$ cat config.mk
export PLATFORM = sky130hd
export DESIGN_NAME = register_dump_unit_flat
export DESIGN_NICKNAME = d
export VERILOG_FILES = /design/src/rtl/register_dump_unit_pkg.sv /design/src/rtl/register_dump_unit_if.sv /design/src/rtl/register_dump_unit.sv /design/src/flat_wrapper.sv
export SDC_FILE = /design/constraint.sdc
export NUM_CORES = 1
export LEC_CHECK = 0
export ABC_AREA = 1
export BUFFER_PORTS_ARGS = -buffer_cell sky130_fd_sc_hd__buf_2
export CAP_MARGIN = 40
export CORE_MARGIN = 5
export CORE_UTILIZATION = 40
export DETAILED_ROUTE_END_ITERATION = 16
export PLACE_DENSITY = 0.72
export REMOVE_ABC_BUFFERS = 1
export SETUP_SLACK_MARGIN = 0.05
export SYNTH_ARGS = -nofsm -noshare
export SYNTH_HDL_FRONTEND = slang
export SYNTH_SLANG_ARGS = --single-unit
$ cat constraint.sdc
create_clock -name i_clk -period 3.4 [get_ports i_clk]
set_input_delay 0.34 -clock i_clk [delete_from_list [all_inputs] [get_ports i_clk]]
set_output_delay 0.34 -clock i_clk [all_outputs]
set_load 0.05 [all_outputs]
$ cat src/rtl/register_dump_unit_pkg.sv
// Shared debug-dump definitions: FSM encoding, word/byte geometry and byte order.
// Also used by the memory dump unit and the host-side decoder.
package register_dump_unit_pkg;

    typedef enum logic [1:0] {
        ST_IDLE = 2'd0,
        ST_LOAD = 2'd1,
        ST_SEND = 2'd2,
        ST_DONE = 2'd3
    } dump_state_e;

    // Dump streams send the most significant byte of each word first.
    localparam bit DUMP_MSB_FIRST = 1'b1;

    localparam int DEFAULT_DATA_LENGTH    = 32;
    localparam int DEFAULT_BYTE_WIDTH     = 8;
    localparam int DEFAULT_BYTES_PER_WORD = DEFAULT_DATA_LENGTH / DEFAULT_BYTE_WIDTH;

    function automatic int bytes_per_word(input int data_length, input int byte_width);
        return data_length / byte_width;
    endfunction

endpackage

$ cat src/rtl/register_dump_unit_if.sv
// Register-bank read port plus byte-stream handshake between dump unit and UART TX.
interface register_dump_unit_if #(
    parameter int ADDR_LENGTH = 5,
    parameter int DATA_LENGTH = 32,
    parameter int BYTE_WIDTH  = 8
);
    logic [ADDR_LENGTH-1:0] reg_addr;
    logic [DATA_LENGTH-1:0] reg_data;
    logic [BYTE_WIDTH-1:0]  tx_data;
    logic                   tx_valid;
    logic                   tx_ready;

    modport master (
        output reg_addr,
        input  reg_data,
        output tx_data,
        output tx_valid,
        input  tx_ready
    );

    modport slave (
        input  reg_addr,
        output reg_data,
        input  tx_data,
        input  tx_valid,
        output tx_ready
    );
endinterface

$ cat src/rtl/register_dump_unit.sv
// Walks the register bank on a start pulse and streams every word as bytes
// over a valid/ready interface; one LOAD bubble separates consecutive words.
module register_dump_unit
    import register_dump_unit_pkg::*;
#(
    parameter int BANK_SIZE   = 32,
    parameter int ADDR_LENGTH = 5,
    parameter int DATA_LENGTH = 32,
    parameter int BYTE_WIDTH  = 8
) (
    input  logic                 i_clk,
    input  logic                 i_rst,
    input  logic                 i_start,
    register_dump_unit_if.master bus,
    output logic                 o_busy,
    output logic                 o_done
);

    localparam int BPW   = bytes_per_word(DATA_LENGTH, BYTE_WIDTH);
    localparam int CNT_W = (BPW > 1) ? $clog2(BPW) : 1;

    localparam logic [CNT_W-1:0]       LAST_BYTE = CNT_W'(BPW - 1);
    localparam logic [ADDR_LENGTH-1:0] LAST_ADDR = ADDR_LENGTH'(BANK_SIZE - 1);

    dump_state_e            state_reg, state_next;
    logic [ADDR_LENGTH-1:0] addr_reg,  addr_next;
    logic [DATA_LENGTH-1:0] shift_reg, shift_next;
    logic [CNT_W-1:0]       cnt_reg,   cnt_next;

    always_ff @(posedge i_clk or posedge i_rst) begin
        if (i_rst) begin
            state_reg <= ST_IDLE;
            addr_reg  <= '0;
            shift_reg <= '0;
            cnt_reg   <= '0;
        end else begin
            state_reg <= state_next;
            addr_reg  <= addr_next;
            shift_reg <= shift_next;
            cnt_reg   <= cnt_next;
        end
    end

    always_comb begin
        state_next = state_reg;
        addr_next  = addr_reg;
        shift_next = shift_reg;
        cnt_next   = cnt_reg;
        unique case (state_reg)
            ST_IDLE: begin
                if (i_start) begin
                    state_next = ST_LOAD;
                    addr_next  = '0;
                end
            end
            ST_LOAD: begin
                // Bank is frozen by the debug controller, so one capture is safe.
                shift_next = bus.reg_data;
                cnt_next   = '0;
                state_next = ST_SEND;
            end
            ST_SEND: begin
                if (bus.tx_ready) begin
                    shift_next = DUMP_MSB_FIRST ? (shift_reg << BYTE_WIDTH)
                                                : (shift_reg >> BYTE_WIDTH);
                    cnt_next   = cnt_reg + CNT_W'(1);
                    if (cnt_reg == LAST_BYTE) begin
                        if (addr_reg == LAST_ADDR) begin
                            state_next = ST_DONE;
                            addr_next  = '0;
                        end else begin
                            state_next = ST_LOAD;
                            addr_next  = addr_reg + ADDR_LENGTH'(1);
                        end
                    end
                end
            end
            ST_DONE: begin
                state_next = ST_IDLE;
            end
            default: begin
                state_next = ST_IDLE;
            end
        endcase
    end

    assign bus.reg_addr = addr_reg;
    assign bus.tx_valid = (state_reg == ST_SEND);
    assign bus.tx_data  = DUMP_MSB_FIRST ? shift_reg[DATA_LENGTH-1 -: BYTE_WIDTH]
                                         : shift_reg[BYTE_WIDTH-1:0];
    assign o_busy       = (state_reg == ST_LOAD) || (state_reg == ST_SEND);
    assign o_done       = (state_reg == ST_DONE);

endmodule

$ cat src/flat_wrapper.sv
// flat-port wrapper written by rule: the top's interface ports become plain ports
module register_dump_unit_flat import register_dump_unit_pkg::*;
#(
    parameter int BANK_SIZE   = 32,
    parameter int ADDR_LENGTH = 5,
    parameter int DATA_LENGTH = 32,
    parameter int BYTE_WIDTH  = 8
)
  (i_clk, i_rst, i_start, o_busy, o_done, bus_reg_addr, bus_reg_data, bus_tx_data, bus_tx_valid, bus_tx_ready);
  register_dump_unit_if #(.ADDR_LENGTH(ADDR_LENGTH), .DATA_LENGTH(DATA_LENGTH), .BYTE_WIDTH(BYTE_WIDTH)) bus_i ();
  input  logic i_clk;
  input  logic i_rst;
  input  logic i_start;
  output logic o_busy;
  output logic o_done;
  output wire logic [$bits(bus_i.reg_addr)-1:0] bus_reg_addr;
  input wire logic [$bits(bus_i.reg_data)-1:0] bus_reg_data;
  output wire logic [$bits(bus_i.tx_data)-1:0] bus_tx_data;
  output wire logic [$bits(bus_i.tx_valid)-1:0] bus_tx_valid;
  input wire logic [$bits(bus_i.tx_ready)-1:0] bus_tx_ready;
  assign bus_reg_addr = bus_i.reg_addr;
  assign bus_i.reg_data = bus_reg_data;
  assign bus_tx_data = bus_i.tx_data;
  assign bus_tx_valid = bus_i.tx_valid;
  assign bus_i.tx_ready = bus_tx_ready;
  register_dump_unit #(.BANK_SIZE(BANK_SIZE), .ADDR_LENGTH(ADDR_LENGTH), .DATA_LENGTH(DATA_LENGTH), .BYTE_WIDTH(BYTE_WIDTH)) u_core (.i_clk(i_clk), .i_rst(i_rst), .i_start(i_start), .bus(bus_i), .o_busy(o_busy), .o_done(o_done));
endmodule
== Word level (Yosys, flattened, before mapping) ==
Index checks and enable logic that the tools add are counted.

* Output and inout bits: 16
* Register bits: 41
* Input bits: 36

* Multiplexer cells: 14
* $add $sub $neg: 2
* Eq/ne operators: 8
* Reduce and logical (&&, ||, !) cells: 7

{| class="wikitable"
|+ Operators with widths
! kind !! number
|-
| $pmux 32 s2 || 1
|-
| $mux 32 || 1
|-
| $mux 5 || 4
|-
| $mux 2 || 5
|-
| $pmux 5 s2 || 1
|-
| $pmux 2 s4 || 1
|-
| $eq 2x2->1 const B || 3
|-
| $add 5x1->5 const B || 1
|-
| $eq 5x5->1 const B || 1
|-
| $ne 2x1->1 const B || 2
|-
| $pmux 2 s2 || 1
|-
| $reduce_and 4->1 || 1
|-
| $reduce_bool 2->1 || 2
|-
| $reduce_and 3->1 || 1
|-
| $add 2x1->2 const B || 1
|-
| $eq 2x1->1 const B || 1
|-
| $logic_not 2->1 || 1
|-
| $ne 2x2->1 const B || 1
|-
| $reduce_and 2->1 || 1
|-
| $logic_or 1x1->1 || 1
|}

== Longest topological paths before layout ==
Gate-level depths: netlist (run 1).

* Depth after elaboration: 5
* Depth in mapped cells: 9

== Worst setup path after synthesis (run 1) ==
OpenSTA, ideal clock, no wires.

* Kind: flip-flop to flip-flop
* Start: register u_core.state_reg[0]
* End: register u_core.shift_reg[25]
* Setup time: 124 ps
* Cell stages (with the launch flop): 9
* Period minus slack after synthesis: 1,810 ps
* Path buffers: 1
* Required time: 3,276 ps
* Path slack: 1,590 ps
* Arrival: 1,686 ps
* Path through: dfrtp_1 inv_1 ha_1 inv_2 nand2_4 nand2_2 buf_2 o211ai_1 nand2_1

* Word-level cells in the longest chain between the ends: 3

{| class="wikitable"
|+ Ends and longest elaborated chain
! item !! RTL line !! text
|-
| start, declared || register_dump_unit.sv:25 || <nowiki>dump_state_e state_reg, state_next;</nowiki>
|-
| start signal, assigned || register_dump_unit.sv:37 || <nowiki>state_reg <= state_next;</nowiki>
|-
| $eq 2x2->1 (*) || -- ||
|-
| named net bus_tx_valid || flat_wrapper.sv:19 || <nowiki>output wire logic [$bits(bus_i.tx_valid)-1:0] bus_tx_valid;</nowiki>
|-
| $ne 2x1->1 (no source line) or $reduce_bool 2->1 (tied branches) || -- ||
|-
| $reduce_and 2->1 (no source line) || -- ||
|-
| end signal, assigned || register_dump_unit.sv:39 || <nowiki>shift_reg <= shift_next;</nowiki>
|-
| end, declared || register_dump_unit.sv:27 || <nowiki>logic [DATA_LENGTH-1:0] shift_reg, shift_next;</nowiki>
|}

The timed path passes the listed nets; every way through them passes the cells marked *.
A chain may end at the register's enable or synchronous reset.

== Worst setup path after layout (run 1) ==
* Start: register u_core.state_reg[0]
* End: register u_core.shift_reg[12]

* Word-level cells in the longest chain between the ends: 3

{| class="wikitable"
|+ Ends and longest elaborated chain
! item !! RTL line !! text
|-
| $eq 2x2->1 or $eq 2x1->1 (tied branches) || register_dump_unit.sv:49 || <nowiki>unique case (state_reg)</nowiki>
|-
| $ne 2x1->1 (no source line) or $reduce_bool 2->1 (tied branches) || -- ||
|-
| $reduce_and 2->1 (no source line) || -- ||
|}

Several ways; a longest one is shown, not always the timed one.

==> results by group, run 1 <==
GRT
  – Initial antenna violation count: 0
  – Vias in the first global route: 1765
  – Largest net degree at the start of global routing: 33
  – GR Overflow Total: 0
  – Total GRT Usage: 15.0%
  – Global-route wire length before repair: 8480 um

STA
  – FMAX: 421 MHz
  – Max Slew Vio Count: 0
  – Setup-failing EPs final: 0
  – Worst-margin pin slew: 0.570 ns
  – RSZ-0062 raised after global routing: false
  – Final min period: 2.37 ns
  – Crit share post-route: 69.8%
  – Clk_skew: 0.00324 ns
  – Hold Violations, Final: 0
  – Setup tns final: 0 ns
  – Rel. slew slack: 61.9%

Min path
  – Worst hold path type: in -> async

Critical path
  – Worst Reg-to-Reg Cells: 7
  – WP data arrival: 2.53 ns
  – Required time worst endpoint: 3.56 ns
  – Reg2Reg Setup Slack: 1.03 ns
  – CP max FO: 32
  – CP Capture Type: register
  – Startpoint types: register
  – CP Class: reg -> reg
  – Reg2Reg Launch Point: u_core.state_reg[0]$_DFFE_PP0P_
  – RR Endpoint: u_core.shift_reg[12]$_DFFE_PP0P_

Status
  – Status: finished clean

Die
  – Std cell rows: 26
  – Chip width: 82.9 um
  – Chip Height: 82.9 um
  – I/O Pins: 52
  – CORE AREA: 5140 um2
  – Die ar.: 6870 um2
  – Initial Utilization: 41.3%

Yosys
  – Post-synthesis instance total: 261
  – Synthesized cell area: 2120 um2
  – Post-synthesis sequential area ratio: 48.3%
  – Syn. warnings: 0
  – Post-synth EDFFs: 0
  – Mapped Avg Cell Area: 8.14 um2
  – Count of cell types in the netlist: 18
  – Post-synth ARST share: 100%
  – Number of synthesized register bits: 41
  – Primary FF master, synth: dfrtp_1

Layout
  – N_diodes: 0
  – Multi-input logic area: 892 um2
  – FILL cells: 555
  – # nets final: 342
  – Design area: 2490 um2
  – Sequential cell area: 1030 um2
  – Area Overhead vs Synth: 17.3%
  – Max reg flops: 32
  – Layout cells sized above 1: 24.7%

CTS
  – Clk root buf: clkbuf_8
  – CTS H-tree depth: 2
  – Post-CTS Hold Fix Bufs: 0
  – Setup Buffers After CTS: 0
  – Clock sinks: 41
  – Post-cts sizing count: 0
  – Clock slew at reported path FFs: 0.08 ns
  – Clock buffer depth: 2
  – CTS tree: built
  – CTS Buf Count: 5
  – Skew-Pair Late Insertion Delay: 0.30 ns

Job
  – Max-Cap Viols: 0

Placed design
  – Number of port buffers: 51
  – Placed Instance Area: 2370 um2
  – Post-DP HPWL: 3340 um
  – GPL Wtd Cong: 0.826

Pwr
  – P per Cell Area: 970 nW/um2
  – Peak VDD IR: 0.000579 V
  – P_leak: 1.34 nW

Drt
  – Detail Route Antenna Nets: 0
  – # DRC: 0
  – Drt total wl: 4880 um
  – DR WL/cell: 13.2 um
  – Via count: 1810
  – Initial DRC Count: 134
  – Vias per inst: 4.89
  – Drt pass-1 iters: 4
==> per-stage QoR <==
stage          power, mW  worst slack (ns)  hold slack (ns)  std cells  utilization, %
5_1_grt             2.62             0.693           0.0984        370            48.5
3_5_place_dp        2.02              1.04            0.398        362            46.1
4_1_cts             2.44              1.01           0.0661        370            48.5
2_1_floorplan       1.72             0.479            0.469        239               -
3_3_place_gp        1.98              1.11            0.482        361            45.6
6_report            2.42              1.03           0.0582        370            48.5
==> kinds of logic (layout without fill, tap and decap cells) <==
| group | count (synthesis) | after routing | share of synthesized area [%] |
|---|---|---|---|
| AOI/OAI and AO/OA | 30 | 30 | 8.95 |
| adders and majority gates | 7 | 7 | 4.12 |
| buffers and inverters | 42 | 81 | 9.72 |
| DFF | 41 | 41 | 48.3 |
| and+or+nand+nor | 141 | 141 | 28.9 |
==> worst max path at each step <==
stage                                          startpoint                          endpoint  slack, ns
after floorplan           u_core.state_reg[0]$_DFFE_PP0P_  u_core.shift_reg[17]$_DFFE_PP0P_       0.48
after global placement    u_core.state_reg[0]$_DFFE_PP0P_  u_core.shift_reg[22]$_DFFE_PP0P_       1.11
after detailed placement  u_core.state_reg[0]$_DFFE_PP0P_  u_core.shift_reg[12]$_DFFE_PP0P_       1.04
after CTS                 u_core.state_reg[0]$_DFFE_PP0P_  u_core.shift_reg[12]$_DFFE_PP0P_       1.01
after global routing      u_core.state_reg[0]$_DFFE_PP0P_  u_core.shift_reg[11]$_DFFE_PP0P_       0.69
final                     u_core.state_reg[0]$_DFFE_PP0P_  u_core.shift_reg[12]$_DFFE_PP0P_       1.03
==> final cells by class <==
class	count	area share, %
clock buffers	6	3.31
clock inverters	2	1.51
inverters	20	3.01
multi-input cells	178	35.8
flip-flops and latches	41	41.2
well taps	70	3.52
repair buffers	53	11.7
==> cell usage after synthesis, types with 2 or more instances <==
library cell | number | area, um2
buf_2 | 9 | 45.0
buf_4 | 10 | 75.1
nand2_1 | 88 | 330
nand3_1 | 38 | 190
nor2_1 | 2 | 7.51
o21ai_0 | 11 | 55.1
o21ai_1 | 3 | 15.0
nand4_1 | 2 | 12.5
o211ai_1 | 16 | 120
inv_1 | 19 | 71.3
buf_1 | 2 | 7.51
ha_1 | 7 | 87.6
nand2_2 | 2 | 12.5
or2_2 | 8 | 50.1
dfrtp_1 | 41 | 1030
==> per-layer routing <==
metal	vias up	routed length [um]	global-route usage (%)
met1	838	2120	19.2
met2	48	2320	22.7
met3	8	341	6.14
met5	-	0	0
li1	916	-	-
met4	0	92	5.65
==> power breakdown <==
group	total [mW]	internal [mW]	switching, mW
logic	1.17	0.333	0.841
registers	0.824	0.708	0.115
clock network	0.418	0.239	0.179
total	2.42	1.28	1.14
==> placed cells by master, fill, tap and decap left out, types with 3 or more instances in the layout <==
cell type  count
buf_2         51
clkbuf_8       6
dfrtp_1       41
ha_1           7
inv_1         18
nand2_1       88
nand3_1       38
o211ai_1      16
o21ai_0       11
o21ai_1        3
or2_2          8
==> worst max-delay path, cell delays in order (launching register included) <==
cell     delay, ns
dfrtp_1       0.41
inv_1         0.12
ha_1          0.40
inv_2         0.29
nand2_4       0.33
nand2_2       0.41
nand2_1       0.18
o21ai_0       0.10
No activity file was read; power rests on OpenSTA's default activity.
==> inputs of run 2 (changes only) <==
Settings changed: PLACE_DENSITY 0.72 to 0.74.
Clock period 3.4 ns to 1.9 ns, I/O delays scaled along.
==> results by group, run 2 (same netlist as run 1, synthesis figures left out) <==
Placed design
  – Post-DP HPWL: 3260 um
  – Placed Instance Area: 2400 um2
  – GPL Wtd Cong: 0.811
  – Number of port buffers: 51

Die
  – CORE AREA: 5140 um2
  – Die ar.: 6870 um2
  – Chip width: 82.9 um
  – Std cell rows: 26
  – Initial Utilization: 41.3%
  – I/O Pins: 52
  – Chip Height: 82.9 um

Layout
  – Most frequent cells in the layout: nand2_1, buf_2, dfrtp_1
  – Most common cell after layout, fill and taps aside: nand2_1
  – Max reg flops: 32
  – Design area: 2490 um2
  – Layout cells sized above 1: 25.6%
  – # nets final: 348
  – Area Overhead vs Synth: 17.4%
  – N_diodes: 0

Drt
  – Drt pass-1 iters: 4
  – Via count: 1861
  – Detail Route Antenna Nets: 0
  – # DRC: 0
  – Vias per inst: 4.96
  – Drt total wl: 4820 um
  – Initial DRC Count: 133
  – DR WL/cell: 12.9 um

CTS
  – Clock slew at reported path FFs: 0.07 ns
  – Setup Buffers After CTS: 0
  – Clk root buf: clkbuf_8
  – Clock sinks: 41
  – CTS H-tree depth: 2
  – Clock buffer depth: 2
  – CTS Buf Count: 5
  – CTS tree: built
  – Skew-Pair Late Insertion Delay: 0.29 ns

Pwr
  – Peak VDD IR: 0.00103 V
  – P_leak: 1.34 nW
  – P per Cell Area: 1700 nW/um2
  – Power Total: 4.24 mW

Critical path
  – CP Class: reg -> out
  – WP data arrival: 1.56 ns
  – CP Capture Type: primary output
  – Reg2Reg Launch Point: u_core.state_reg[0]$_DFFE_PP0P_
  – Startpoint types: register
  – Required time worst endpoint: 1.71 ns
  – Critical path startpoint: u_core.state_reg[0]$_DFFE_PP0P_
  – CP max FO: 16

STA
  – RSZ-0062 raised after global routing: true
  – Max Slew Vio Count: 0
  – Setup-failing EPs final: 0
  – Hold Violations, Final: 0
  – Rel. slew slack: 65.5%
  – Crit share post-route: 92.0%
  – Worst-margin pin slew: 0.518 ns
  – Clk_skew: 0.00575 ns
  – FMAX: 572 MHz
  – Final min period: 1.75 ns

Job
  – Max-Cap Viols: 0

GRT
  – Vias in the first global route: 1913
  – GR Overflow Total: 0
  – Total GRT Usage: 15.0%
  – Largest net degree at the start of global routing: 42
  – Global-route wire length before repair: 8590 um
  – Initial antenna violation count: 0

Status
  – Status: finished clean

Min path
  – Worst hold path type: in -> async
==> run 2: metal layers <==
metal / vias up / routed length (um) / track usage [%]
met5: - / 0 / 0
met4: 0 / 53 / 4.46
met3: 6 / 241 / 3.66
met2: 49 / 2250 / 23.8
met1: 880 / 2280 / 20.2
li1: 926 / - / -
==> run 2: power by group <==
| group | switching (mW) | internal [mW] |
|---|---|---|
| Sequential | 0.192 | 1.27 |
| Combinational | 1.53 | 0.665 |
| Clock | 0.297 | 0.287 |
==> run 2: metrics by stage <==
step / instances / TNS [ns] / util [%] / hold slack, ns / worst slack, ns
after floorplan: 239 / -34.37 / - / 0.335 / -1.02
after global placement: 368 / 0 / 46.6 / 0.345 / 0.299
after detailed placement: 368 / 0 / 46.6 / 0.346 / 0.205
after CTS: 375 / 0 / 48.4 / 0.0262 / 0.110
after global routing: 375 / 0 / 48.5 / 0.0449 / 0.0182
final: 375 / 0 / 48.5 / 0.00949 / 0.151
==> run 2: worst paths after layout <==
path                                                          to  slack, ns  cells past startpoint
worst max register to register   u_core.state_reg[0]$_DFFE_PP0P_       0.28                      6
min in group i_clk              u_core.shift_reg[24]$_DFFE_PP0P_       0.13                      3
worst min register to register   u_core.shift_reg[1]$_DFFE_PP0P_       0.50                      2
max in group asynchronous        u_core.shift_reg[1]$_DFFE_PP0P_       1.54                      3
worst min-delay path             u_core.state_reg[1]$_DFFE_PP0P_      0.009                      3
worst max-delay path                                bus_tx_valid       0.15                      4
==> run 2: critical path, cell delays in order (launching register included) <==
cell and delay, ns:
dfrtp_1 0.41, inv_1 0.12, ha_1 0.24, buf_4 0.24, clkbuf_4 0.26
==> run 2: timing repair <==
action                                  4_1_cts  5_1_grt
hold buffers                                  0        0
gates resized for setup                       0        2
endpoints found under the setup margin        0       13
==> run 2: area by class of cell <==
type | count | area (um2)
fill | 543 | 2650
clock buffer | 6 | 82.6
sequential | 41 | 1030
inverter | 20 | 75.1
timing repair buffer | 59 | 318
clock inverter | 1 | 7.51
multi-input combinational | 178 | 897
tap | 70 | 87.6
